==> config.mk <==
export PLATFORM = sky130hd
export DESIGN_NAME = serial_adder_ctrl
export DESIGN_NICKNAME = d
export VERILOG_FILES = /design/src/rtl/serial_adder_ctrl_pkg.sv /design/src/rtl/fulladder.sv /design/src/rtl/serial_adder_ctrl.sv
export SDC_FILE = /design/constraint.sdc
export NUM_CORES = 1
export LEC_CHECK = 0
export CAP_MARGIN = 20
export CORE_ASPECT_RATIO = 0.7
export CORE_MARGIN = 8
export CORE_UTILIZATION = 54
export DETAILED_ROUTE_END_ITERATION = 10
export PLACE_DENSITY = 0.83
export RECOVER_POWER = 50
export SKIP_LAST_GASP = 1
export SLEW_MARGIN = 15
export SYNTH_ARGS = -nofsm -noshare
export SYNTH_HDL_FRONTEND = slang
export SYNTH_SLANG_ARGS = --single-unit
==> constraint.sdc <==
create_clock -name clk -period 2.1 [get_ports clk]
set_clock_uncertainty 0.15 [all_clocks]
set_input_delay 0.21 -clock clk [delete_from_list [all_inputs] [get_ports clk]]
set_output_delay 0.21 -clock clk [all_outputs]
set_load 0.02 [all_outputs]
==> src/rtl/serial_adder_ctrl_pkg.sv <==
// Shared definitions for the bit-serial adder controller: FSM encodings and default sizes.
package serial_adder_ctrl_pkg;

  localparam int unsigned DefaultWidth = 8;
  localparam int unsigned DefaultCntW  = 5;

  typedef enum logic [1:0] {
    StIdle = 2'd0,
    StAdd  = 2'd1,
    StDone = 2'd2
  } state_e;

endpackage

==> src/rtl/fulladder.sv <==
// One-bit full adder; the single datapath slice time-shared by the serial adder controller.
module fulladder (
  input  logic x,
  input  logic y,
  input  logic cin,
  output logic A,
  output logic cout
);

  assign A    = x ^ y ^ cin;
  assign cout = (x & y) | (cin & (x ^ y));

endmodule

==> src/rtl/serial_adder_ctrl.sv <==
// Bit-serial adder: adds two WIDTH-bit operands LSB first through one full-adder cell,
// with a start/ready handshake and a result held until the next accepted start.
module serial_adder_ctrl
  import serial_adder_ctrl_pkg::*;
#(
  parameter int unsigned WIDTH = DefaultWidth,
  parameter int unsigned CNT_W = DefaultCntW
) (
  input  logic             clk,
  input  logic             rst,
  input  logic             start,
  input  logic [WIDTH-1:0] a_in,
  input  logic [WIDTH-1:0] b_in,
  input  logic             cin_in,
  output logic             ready,
  output logic             busy,
  output logic             done,
  output logic [WIDTH-1:0] sum,
  output logic             cout,
  output logic             ovf
);

  state_e             state_q, state_d;
  logic [WIDTH-1:0]   a_q, a_d;
  logic [WIDTH-1:0]   b_q, b_d;
  logic [WIDTH-1:0]   res_q, res_d;
  logic               c_q, c_d;
  logic [CNT_W-1:0]   cnt_q, cnt_d;
  logic [WIDTH-1:0]   sum_q, sum_d;
  logic               cout_q, cout_d;
  logic               ovf_q, ovf_d;
  logic               fa_s;
  logic               fa_cout;

  fulladder u_fulladder (
    .x    (a_q[0]),
    .y    (b_q[0]),
    .cin  (c_q),
    .A    (fa_s),
    .cout (fa_cout)
  );

  always_comb begin
    state_d = state_q;
    a_d     = a_q;
    b_d     = b_q;
    res_d   = res_q;
    c_d     = c_q;
    cnt_d   = cnt_q;
    sum_d   = sum_q;
    cout_d  = cout_q;
    ovf_d   = ovf_q;
    case (state_q)
      StIdle: begin
        if (start) begin
          a_d     = a_in;
          b_d     = b_in;
          c_d     = cin_in;
          res_d   = '0;
          cnt_d   = '0;
          state_d = StAdd;
        end
      end
      StAdd: begin
        a_d   = a_q >> 1;
        b_d   = b_q >> 1;
        res_d = {fa_s, res_q[WIDTH-1:1]};
        c_d   = fa_cout;
        cnt_d = cnt_q + CNT_W'(1);
        if (cnt_q == CNT_W'(WIDTH - 1)) begin
          // c_q here is the carry into the MSB, so it feeds the overflow term.
          sum_d   = {fa_s, res_q[WIDTH-1:1]};
          cout_d  = fa_cout;
          ovf_d   = c_q ^ fa_cout;
          state_d = StDone;
        end
      end
      StDone:  state_d = StIdle;
      default: state_d = StIdle;
    endcase
  end

  always_ff @(posedge clk) begin
    if (rst) begin
      state_q <= StIdle;
      a_q     <= '0;
      b_q     <= '0;
      res_q   <= '0;
      c_q     <= 1'b0;
      cnt_q   <= '0;
      sum_q   <= '0;
      cout_q  <= 1'b0;
      ovf_q   <= 1'b0;
    end else begin
      state_q <= state_d;
      a_q     <= a_d;
      b_q     <= b_d;
      res_q   <= res_d;
      c_q     <= c_d;
      cnt_q   <= cnt_d;
      sum_q   <= sum_d;
      cout_q  <= cout_d;
      ovf_q   <= ovf_d;
    end
  end

  assign ready = (state_q == StIdle);
  assign busy  = (state_q == StAdd);
  assign done  = (state_q == StDone);
  assign sum   = sum_q;
  assign cout  = cout_q;
  assign ovf   = ovf_q;

endmodule
Yosys cells after proc, flatten, opt, wreduce, memory -nomap -nowiden. Index checks and enable logic that the tools add are counted.

$add $sub $neg: 1. Equality and inequality tests: 5. Muxes and demuxes: 13. Bitwise gates (word level): 6. Reductions and logical operators: 5.

Operators with widths (number): case mux 8 bit (2 select lines) (3); 2-to-1 mux 8 bit (3); case mux 5 bit (2 select lines) (1); AND reduction 2 bit (3); adder 5 x 1 -> 5 bit, second input constant (1); == test 5 x 3 -> 1 bit, second input constant (1); 2-to-1 mux 5 bit (1); 2-to-1 mux 2 bit (2); case mux 2 bit (2 select lines) (1); XOR 1 bit (3); bitwise AND 1 bit (2); == test 2 x 1 -> 1 bit, second input constant (1); == test 2 bit, second input constant (1); logical NOT 2 bit (1); inequality test 2 x 1 -> 1 bit, second input constant (1); inequality test 2 bit, second input constant (1); case mux 1 bit (2 select lines) (1); nonzero test 2 bit (1); 2-to-1 mux 1 bit (1); bitwise OR 1 bit (1).

Flip-flop bits (word level): 42. Input port bits: 20. Logic and storage cells: 39.

Depth between registers and ports, before layout.
Word-level depth: 4. Gate-level depth with buffers: 5.

Cells and area by module. Synthesis repeated with hierarchy kept, for this count alone.

Cell total of the unflattened synthesis: 197. Area total of the unflattened synthesis: 1749.2 um^2.

By module, submodules not included: serial_adder_ctrl (instances 1, cells an instance 196, area each 1729.2 um^2); fulladder (instances 1, cells an instance 1, area each 20.0 um^2).

Least setup slack after synthesis. Ideal clock, no wire load.

Path kind: reg-to-reg. Start point: register c_q. End point: register ovf_q, in the netlist ovf. Data arrival time: 1.151 ns. Data required time: 1.859 ns. Slack: 0.708 ns. Stages on the path, launching flop included: 4. Path buffers: 0. Clock period less this slack: 1.392 ns. Cells stage by stage: dfxtp_1 fa_1 xnor2_1 a311oi_1.

Cells in the longest elaborated chain, start to end: 3.

Ends and longest elaborated chain: from (decl) (RTL line serial_adder_ctrl.sv:27) `logic c_q, c_d;`; from (signal assigned) (RTL line serial_adder_ctrl.sv:89) `c_q <= 1'b0;`; from (signal assigned) (RTL line serial_adder_ctrl.sv:99) `c_q <= c_d;`; bitwise AND 1 bit (RTL line fulladder.sv:11) `assign cout = (x & y) | (cin & (x ^ y));`; bitwise OR 1 bit (RTL line fulladder.sv:11); named net fa_cout (RTL line serial_adder_ctrl.sv:33) `logic fa_cout;`; XOR 1 bit (RTL line serial_adder_ctrl.sv:74) `ovf_d = c_q ^ fa_cout;`; to (signal assigned) (RTL line serial_adder_ctrl.sv:103) `ovf_q <= ovf_d;`; to (decl) (RTL line serial_adder_ctrl.sv:31) `logic ovf_q, ovf_d;`.

The timed path passes the listed nets, and every way through them passes these cells. A chain may end at the register's enable or synchronous reset.

Final worst setup path.
Start point: register state_q[1]. End point: output port done.

Cells in the longest elaborated chain, start to end: 1.

Ends and longest elaborated chain: from (decl) (RTL line serial_adder_ctrl.sv:23) `state_e state_q, state_d;`; from (signal assigned) (RTL line serial_adder_ctrl.sv:85) `state_q <= StIdle;`; from (signal assigned) (RTL line serial_adder_ctrl.sv:95) `state_q <= state_d;`; == test 2 bit (RTL line serial_adder_ctrl.sv:109) `assign done = (state_q == StDone);`; to (decl) (RTL line serial_adder_ctrl.sv:17) `output logic done,`.

Every way passes these cells.

==> results.yml <==
pwr:
  leakage_nw: 0.788
  ir_worst_vdd_v: 0.000557
  powerDensity_mw_per_mm2: 719
  power_w: 0.00153
global_routing:
  grt_use_met1_pct: 20.4
  grt_antenna_before_repair: 0
  grt_first_pass_wirelength_um: 7340
  busiest_layer: "met2"
  first_global_vias: 1520
  grt_usage_pct: 16.9
  grt_max_degree: 23
  grtUsageMet3_pct: 6.64
  gr-total-overflow: 0
  grt_use_met2_pct: 25.8
synthesis:
  synth_edf_count: 0
  async_flop_share_pct: 0
  ys_seq_elements: 41
  synthFlopType: "dfxtp_1"
  syn-num-nets: 204
  ys_warn_count: 0
  syn_inst: 182
  seq_area_frac_synth_pct: 48.5
  netlist_area_mm2: 0.00169
  synthDistinctLibCells: 34
  syn_area_per_cell_um2: 9.29
floorplanning:
  fp-row-count: 17
  die_h_um: 62.8
  fp.dieW_um: 82.9
  floorplan.initialDensity_pct: 55.2
  coreArea_mm2: 0.00306
  io_pins: 33
  dieArea_mm2: 0.00521
timing:
  fin_tns_setup_ns: 0
  setup_ws_ns: 0.0959
  slew_headroom_pct: 60.8
  grt_setup_unrepaired: "no"
  setup-violations-final: 0
  hold_violations: 0
  drv_slew: 0
  worst_hold_slack_ns: 0.330
  max_slew.worst_pin.slew_ns: 0.579
  max_freq_mhz: 499
  finalCriticalPeriod_ns: 2.00
  period_share_pct: 95.4
cts:
  clkSinkCount: 41
  clkLatencyLatePin_ns: 0.30
  cts_tree: "done"
  clk_pin_slew_ns: 0.08
  htreeDepth: 2
  cts_root_buf: "clkbuf_8"
  postCtsHoldBufs: 0
  cts_max_path_buffers: 2
  cts_buffers: 5
routing:
  dr.pass1.iters: 4
  drtIter0Drc: 205
  via_per_inst: 6.05
  drc: 0
  vias: 1542
  wl_per_cell_um: 16.8
  ant_nets: 0
  totalWireLength_um: 4280
job:
  drv_cap: 0
worst_hold_path:
  hold_class: "reg -> reg"
setup_path:
  endpoint_kind: "output port"
  arrival_ns: 1.64
  critPathLaunchType: "flip-flop"
  crit_path_max_fanout: 7
  crit_required_ns: 1.74
  crit_type: "reg -> out"
cells_and_area:
  final_util_pct: 69.5
  area_growth_pct: 25.9
  antenna_cells: 0
  nNetsFinal: 238
  drive_gt1_share_pct: 8.76
placed_design:
  port-buffer-count: 32
  place_ws_ns: 0.311
  dp_hpwl_um: 3120
  globalplace.congestion: 0.840
status:
  outcome: "finished clean"
[registers in the layout (all words and copies together) (netlist names)]
register	count
a_q	8
b_q	8
sum	8
res_q	7
cnt_q	5
state_q	2
c_q	1
cout	1
ovf	1
[power by group]
group,switching [W],leakage [nW],total [W],internal (W)
combinational,0.0000937,0.409,0.000186,0.0000924
clock,0.000279,0.0439,0.000509,0.000229
sequential,0.0000262,0.335,0.000837,0.000811
[layout by cell type (no fill, tap or decap), drive strengths merged, types with 3 or more instances in the layout]
| cell type | netlist | final |
|---|---|---|
| inv | 3 | 3 |
| nor2 | 27 | 27 |
| dlygate4sd3 | 0 | 8 |
| dfxtp | 41 | 41 |
| nand3 | 13 | 13 |
| o22ai | 4 | 4 |
| a211oi | 15 | 15 |
| o2bb2ai | 9 | 9 |
| o21ai | 9 | 9 |
| clkdlybuf4s50 | 0 | 24 |
| clkbuf | 5 | 7 |
| buf | 9 | 7 |
| a21oi | 11 | 11 |
| nand2 | 5 | 5 |
| a22o | 10 | 10 |
[stage by stage]
| stage | instances | area (µm²) |
|---|---|---|
| 2_1_floorplan | 182 | 1690 |
| 3_3_place_gp | 247 | 2050 |
| 3_5_place_dp | 247 | 2050 |
| 4_1_cts | 255 | 2140 |
| 5_1_grt | 255 | 2130 |
| 6_report | 255 | 2130 |
[critical path, stage by stage (launching register included)]
cell,delay (ns)
dfxtp_1,0.50
inv_1,0.10
nor2_1,0.13
clkdlybuf4s50_1,0.61
[cells by family after synthesis]
family                     after synthesis  synth area share (%)
xor gates and xnor gates                 1                 0.518
adders and majority gates                2                  1.92
AOI/OAI and AO/OA                       66                  28.0
DFF                                     41                  48.5
buffers and inverters                   17                  5.25
and+or+nand+nor                         55                  15.8
[cell usage after synthesis (2+ instances only)]
cell	instances	share of area (%)
a211oi_1	15	6.7
a21oi_1	11	3.3
a221o_1	2	1.2
a22o_1	10	5.2
a31oi_1	2	0.74
and2_1	2	0.74
buf_2	5	1.5
buf_4	3	1.3
clkbuf_1	5	1.1
dfxtp_1	41	49
inv_1	3	0.67
nand2_1	5	1.1
nand3_1	13	3.8
nor2_1	25	5.5
nor2_2	2	0.74
o21ai_0	5	1.5
o21ai_1	4	1.2
o22ai_1	4	1.5
o2bb2ai_1	9	4.7
or3_1	2	0.74
[area by class of cell]
type,instances,area [µm²]
clock buffer,5,68.8
clock inverter,3,17.5
fill,241,933
inverter,3,11.3
multi-input combinational,124,782
sequential,41,822
tap,38,47.5
timing repair buffer,41,380
[worst paths after layout]
check        cells past startpoint     end  slack [ns]       start
max                              3    done         0.1  state_q[1]
min reg2reg                      2  sum[2]        0.33      sum[2]
min                              2  sum[2]        0.33      sum[2]
max reg2reg                      4  b_q[1]        0.17  state_q[1]
[per-layer routing]
metal,vias up,wire (µm)
met5,-,0
met4,0,106
met3,8,293
met2,60,1970
met1,730,1920
li1,744,-
[timing repair]
| item | 4_1_cts | 5_1_grt |
|---|---|---|
| resized for setup | 0 | 1 |
| setup endpoints to repair | 0 | 1 |
| setup buffers | 0 | 0 |
Note: power is estimated with default switching activity, not from simulation.
==> variant 1, RTL diff (same flow settings) <==
Register the output `ovf` once more; this adds one clock of latency there. The other outputs are not delayed to match.
--- a/src/rtl/serial_adder_ctrl.sv
+++ b/src/rtl/serial_adder_ctrl.sv
@@ -110,5 +110,7 @@
   assign sum   = sum_q;
   assign cout  = cout_q;
-  assign ovf   = ovf_q;
+  always_ff @(posedge clk) begin
+    ovf <= ovf_q;
+  end
 
 endmodule
Formal check against the unedited RTL: not equivalent (a bounded check fails within 10 cycles, from zero or initial values and one cycle with rst high).
==> variant 1 against the original RTL <==
Sequential power is 2% higher. Routed wire length is 2.1% lower. Die area is 0.92% higher. Synthesized cell count is 0.55% higher. Sequential share of layout area is 0.13 points higher. Sequential cell count is 1 higher. Synthesized area is 1.2% higher. Total power is 9.7% higher. Final area is 1.9% higher. Worst setup slack better by 13 ps. Critical path type unchanged.
==> variant 1: results (changes against the original RTL) <==
grt_pass1_wl_um: 7130  # was 7340 um
status: "finished, final reports clean"  # unchanged
synth_nets: 205  # was 204
drive_above_1_share: 0.0833  # was 0.0876
route.met2.wl_um: 2010  # was 1970 um
grt_usage: 0.161  # was 0.169
grtUsageMet1: 0.207  # was 0.204
synth-adder-area-share: 0.0190  # was 0.0192
grt_use_met2: 0.248  # was 0.258
wl_met1_um: 1880  # was 1920 um
synth-main-ff-cell: "dfxtp_1"  # unchanged
p_leak_nw: 0.813  # was 0.788 nW
synthDistinctLibCells: 34  # unchanged
cts.path.max_buffers: 2  # unchanged
cp_slowest_cell: "clkdlybuf4s50_1"  # unchanged
pre_cts_ws_ps: 326  # was 311 ps
io_buffers: 32  # unchanged
synthTopCellsByArea: "dfxtp_1 49%, a211oi_1 6.6%, nor2_1 5.5%"  # was dfxtp_1 49%, a211oi_1 6.7%, nor2_1 5.5%
vias: 1532  # was 1542
nNetsFinal: 238  # unchanged
cts_root_buf: "clkbuf_8"  # unchanged
cts_setup_buffers: 0  # unchanged
drtIter0Drc: 149  # was 205
dp_hpwl_um: 2940  # was 3120 um
n_antenna_cell: 0  # unchanged
crit_fanout: 22  # was 7
routed-wl-met3_um: 242  # was 293 um
ys_warn_count: 0  # unchanged
worst_slew_pin_slew_ps: 666  # was 579 ps
grt_max_degree: 23  # unchanged
synth_compound_gate_area_share: 0.276  # was 0.280
ir_drop_uv: 476  # was 557 uV
clk_pin_slew_worst_paths_ps: 80  # about the same
highest_layer: "met4"  # unchanged
cts_made_buffers: 5  # unchanged
clk-insertion-delay-late_ps: 290
met3_usage: 0.0449  # was 0.0664
ys_async_sr_fraction: 0  # unchanged
ys_seq_area_frac: 0.491  # was 0.485
gp_congestion: 0.884  # was 0.840
synth_xor_area_frac: 0.00512  # was 0.00518
wl_per_cell_um: 16.5  # was 16.8 um
synthTopCellsByCount: "42 x dfxtp_1, 25 x nor2_1, 15 x a211oi_1, 13 x nand3_1, 11 x a21oi_1"  # was 41 x dfxtp_1, 25 x nor2_1, 15 x a211oi_1, 13 x nand3_1, 11 x a21oi_1
variant 1: changes by cell type in the layout (fill, tap and decap cells not counted):
cell and delta:
dfxtp_2 -1, bufinv_16 +1, clkinv_2 -2, dfxtp_1 +2
clkdlybuf4s50_1 -2, o21ba_1 -1, o21ba_2 +1, clkbuf_1 -1
dlygate4sd3_1 +2, clkbuf_8 +1, clkinvlp_4 -1
variant 1: worst register-to-register path, delay by kind of cell (launching register included):
| family | cells | cell delay (ps) |
|---|---|---|
| compound gates | 2 | 490 |
| simple gates | 1 | 80 |
| buf+inv | 2 | 760 |
| flops | 1 | 320 |
variant 1: area by class of cell:
type	count	area [um2]
clock inverter	1	30.0
tap	38	47.5
fill	240	913
sequential	42	841
multi-input combinational	124	782
inverter	3	11.3
timing repair buffer	40	377
clock buffer	6	82.6
variant 1: cell families after synthesis:
logic type / Yosys count
buffers and inverters: 17
xor gates and xnor gates: 1
DFF: 42
AOI/OAI and AO/OA: 66
and+or+nand+nor: 55
adders and majority gates: 2
variant 1: stage by stage:
step	hold WS [ps]	utilization	std cells	instance area, um2	power [mW]
6_report	220	0.704	254	2170	1.68
5_1_grt	223	0.704	254	2170	1.75
4_1_cts	218	0.705	254	2170	1.69
3_5_place_dp	200	0.669	247	2060	1.06
3_3_place_gp	190	0.669	247	2060	1.05
2_1_floorplan	181	-	183	1710	0.983
variant 1: final timing paths:
kind	endpoint	startpoint	slack (ps)	cells past startpoint
max	busy	state_q[0]	110	4
min	ovf	ovf_q	220	0
max reg2reg	b_q[4]	state_q[0]	180	5
min reg2reg	ovf	ovf_q	220	0
variant 1: where the power goes:
part | total [mW] | internal (mW) | switching, mW
sequential | 0.852 | 0.830 | 0.0225
combinational | 0.189 | 0.0925 | 0.0966
clock | 0.640 | 0.380 | 0.259
==> variant 2, RTL diff (same flow settings) <==
Without the edit above. The package constant `DefaultCntW` goes from 5 to 10.
--- a/src/rtl/serial_adder_ctrl_pkg.sv
+++ b/src/rtl/serial_adder_ctrl_pkg.sv
@@ -3,5 +3,5 @@
 
   localparam int unsigned DefaultWidth = 8;
-  localparam int unsigned DefaultCntW  = 5;
+  localparam int unsigned DefaultCntW  = 10;
 
   typedef enum logic [1:0] {
Formal check against the unedited RTL: same outputs for any inputs over 10 cycles, from zero or initial values and one cycle with rst high; that may be too few to reach the edited logic, so the function may still have changed.
==> variant 2 against the original RTL <==
Total power grew 17%. First-iteration DRC count shrank 50%. Critical path depth is the same. Synthesized area grew 17%. Non-clock buffer count grew 1. Worst setup slack gained 30 ps. Critical path type unchanged. Routed wire length is essentially flat. Final area grew 16%. Sequential power grew 11%. Via count grew 11%. Sequential cell count grew 5. Worst hold slack lost 25 ps.
==> variant 2: results (changes against the original RTL) <==
vias: 1713  # was 1542
htreeDepth: 2  # unchanged
antenna_found_initial: 0  # unchanged
n_antenna_cell: 0  # unchanged
vias_per_cell: 5.63  # was 6.05
cts_setup_buffers: 0  # unchanged
top_register: "cnt_q"
worst_slew_pin_slew_ps: 611  # was 579 ps
ys_async_sr_fraction: 0  # unchanged
clockPowerShare: 0.370  # was 0.332
largest_reg_flops: 10
crit_start: "state_q[0]"  # was state_q[1]
rrSetupSlack_ps: 190  # was 170 ps
synthCells: 218  # was 182
drv_slew: 0  # unchanged
clk-insertion-delay-late_ps: 300  # about the same
ir_drop_uv: 460  # was 557 uV
gp_congestion: 0.830  # was 0.840
p_leak_nw: 0.877  # was 0.788 nW
ys_seq_area_frac: 0.465  # was 0.485
io_buffers: 32  # unchanged
synth_nets: 240  # was 204
netSwitchingFraction: 0.243  # was 0.261
r2r-end: "ovf"  # was b_q[1]
cp.arrival_ps: 1610  # was 1640 ps
ys_warn_count: 0  # unchanged
nNetsFinal: 275  # was 238
cts_made_buffers: 5  # unchanged
grt_pass1_wl_um: 7600  # was 7340 um
grt_max_degree: 37  # was 23
endpoint: "ready"  # was done
cts_root_buf: "clkbuf_8"  # unchanged
dp_hpwl_um: 2960  # was 3120 um
pg_clk_mw: 0.665  # was 0.509 mW
crit_path_start_kind: "flop"  # unchanged
drive_above_1_share: 0.0827  # was 0.0876
comb-power_mw: 0.200  # was 0.186 mW
dpl_cell_area_um2: 2370  # was 2050 um2
rr_startpoint: "cnt_q[3]"  # was state_q[1]
synthTopCellsByArea: "dfxtp_1 47%, a21oi_1 5.1%, mux2i_1 5.1%"  # was dfxtp_1 49%, a211oi_1 6.7%, nor2_1 5.5%
crit_fanout: 18  # was 7
post_cts_resized: 0  # unchanged
worstHoldPathType: "flop to flop"  # unchanged
status: "finished, final reports clean"  # unchanged
synthTopCellsByCount: "46 x dfxtp_1, 23 x nand2_1, 20 x a21oi_1, 17 x o21ai_0, 16 x nor2_1"  # was 41 x dfxtp_1, 25 x nor2_1, 15 x a211oi_1, 13 x nand3_1, 11 x a21oi_1
wl_per_cell_um: 14.1  # was 16.8 um
rr_worst_depth: 4  # unchanged
grt_usage: 0.160  # was 0.169
drtIter0Drc: 103  # was 205
synthDistinctLibCells: 43  # was 34
place_inst: 296  # was 247
variant 2: changes by cell type in the layout (fill, tap and decap cells not counted), sizes merged, moves of 8 or more:
| cell | change |
|---|---|
| a211oi | -14 |
| a21oi | +9 |
| mux2i | +10 |
| nand2 | +18 |
| nand3 | -8 |
| nor2 | -11 |
| o21ai | +8 |
variant 2: how the worst min path moves through the flow:
stage               slack (ps)  depth (start not counted)     from     end
floorplan                  210                          2  a_in[7]  a_q[7]
global placement           290                          2   sum[2]  sum[2]
detailed placement         300                          2   sum[2]  sum[2]
CTS                        310                          2   sum[2]  sum[2]
global route               330                          2   sum[7]  sum[7]
finish                     310                          2   sum[0]  sum[0]
variant 2: cells by family after synthesis:
logic type	share of synthesized area
mux	0.0563
compound gates	0.240
simple gates	0.176
xor+xnor	0.00443
fa+ha+maj	0.0164
flops	0.465
buf+inv	0.0417
variant 2: area by class of cell:
class                   count  area, um2
clock buffers               5       68.8
clock inverters             3       45.0
fillers                   305       1030
inverters                   5       18.8
multi-input cells         153        972
flip-flops and latches     46        922
well taps                  50       62.6
repair buffers             42        389
variant 2: per-layer routing:
layer | wire length, um | vias up | track usage
li1 | - | 876 | -
met1 | 2150 | 797 | 0.210
met2 | 1910 | 32 | 0.246
met3 | 163 | 8 | 0.0418
met4 | 57 | 0 | 0.0587
met5 | 0 | - | 0
variant 2: stage by stage:
stage                     worst slack (ps)  hold slack (ps)
after floorplan                        421              208
after global placement                 281              294
after detailed placement               248              299
after CTS                             76.6              312
after global routing                  46.1              334
final                                  126              305
variant 2: worst max-delay path: stages, from the launching register on:
cell	delay [ps]
dfxtp_1	360
buf_4	210
nor2_1	120
clkdlybuf4s50_1	630
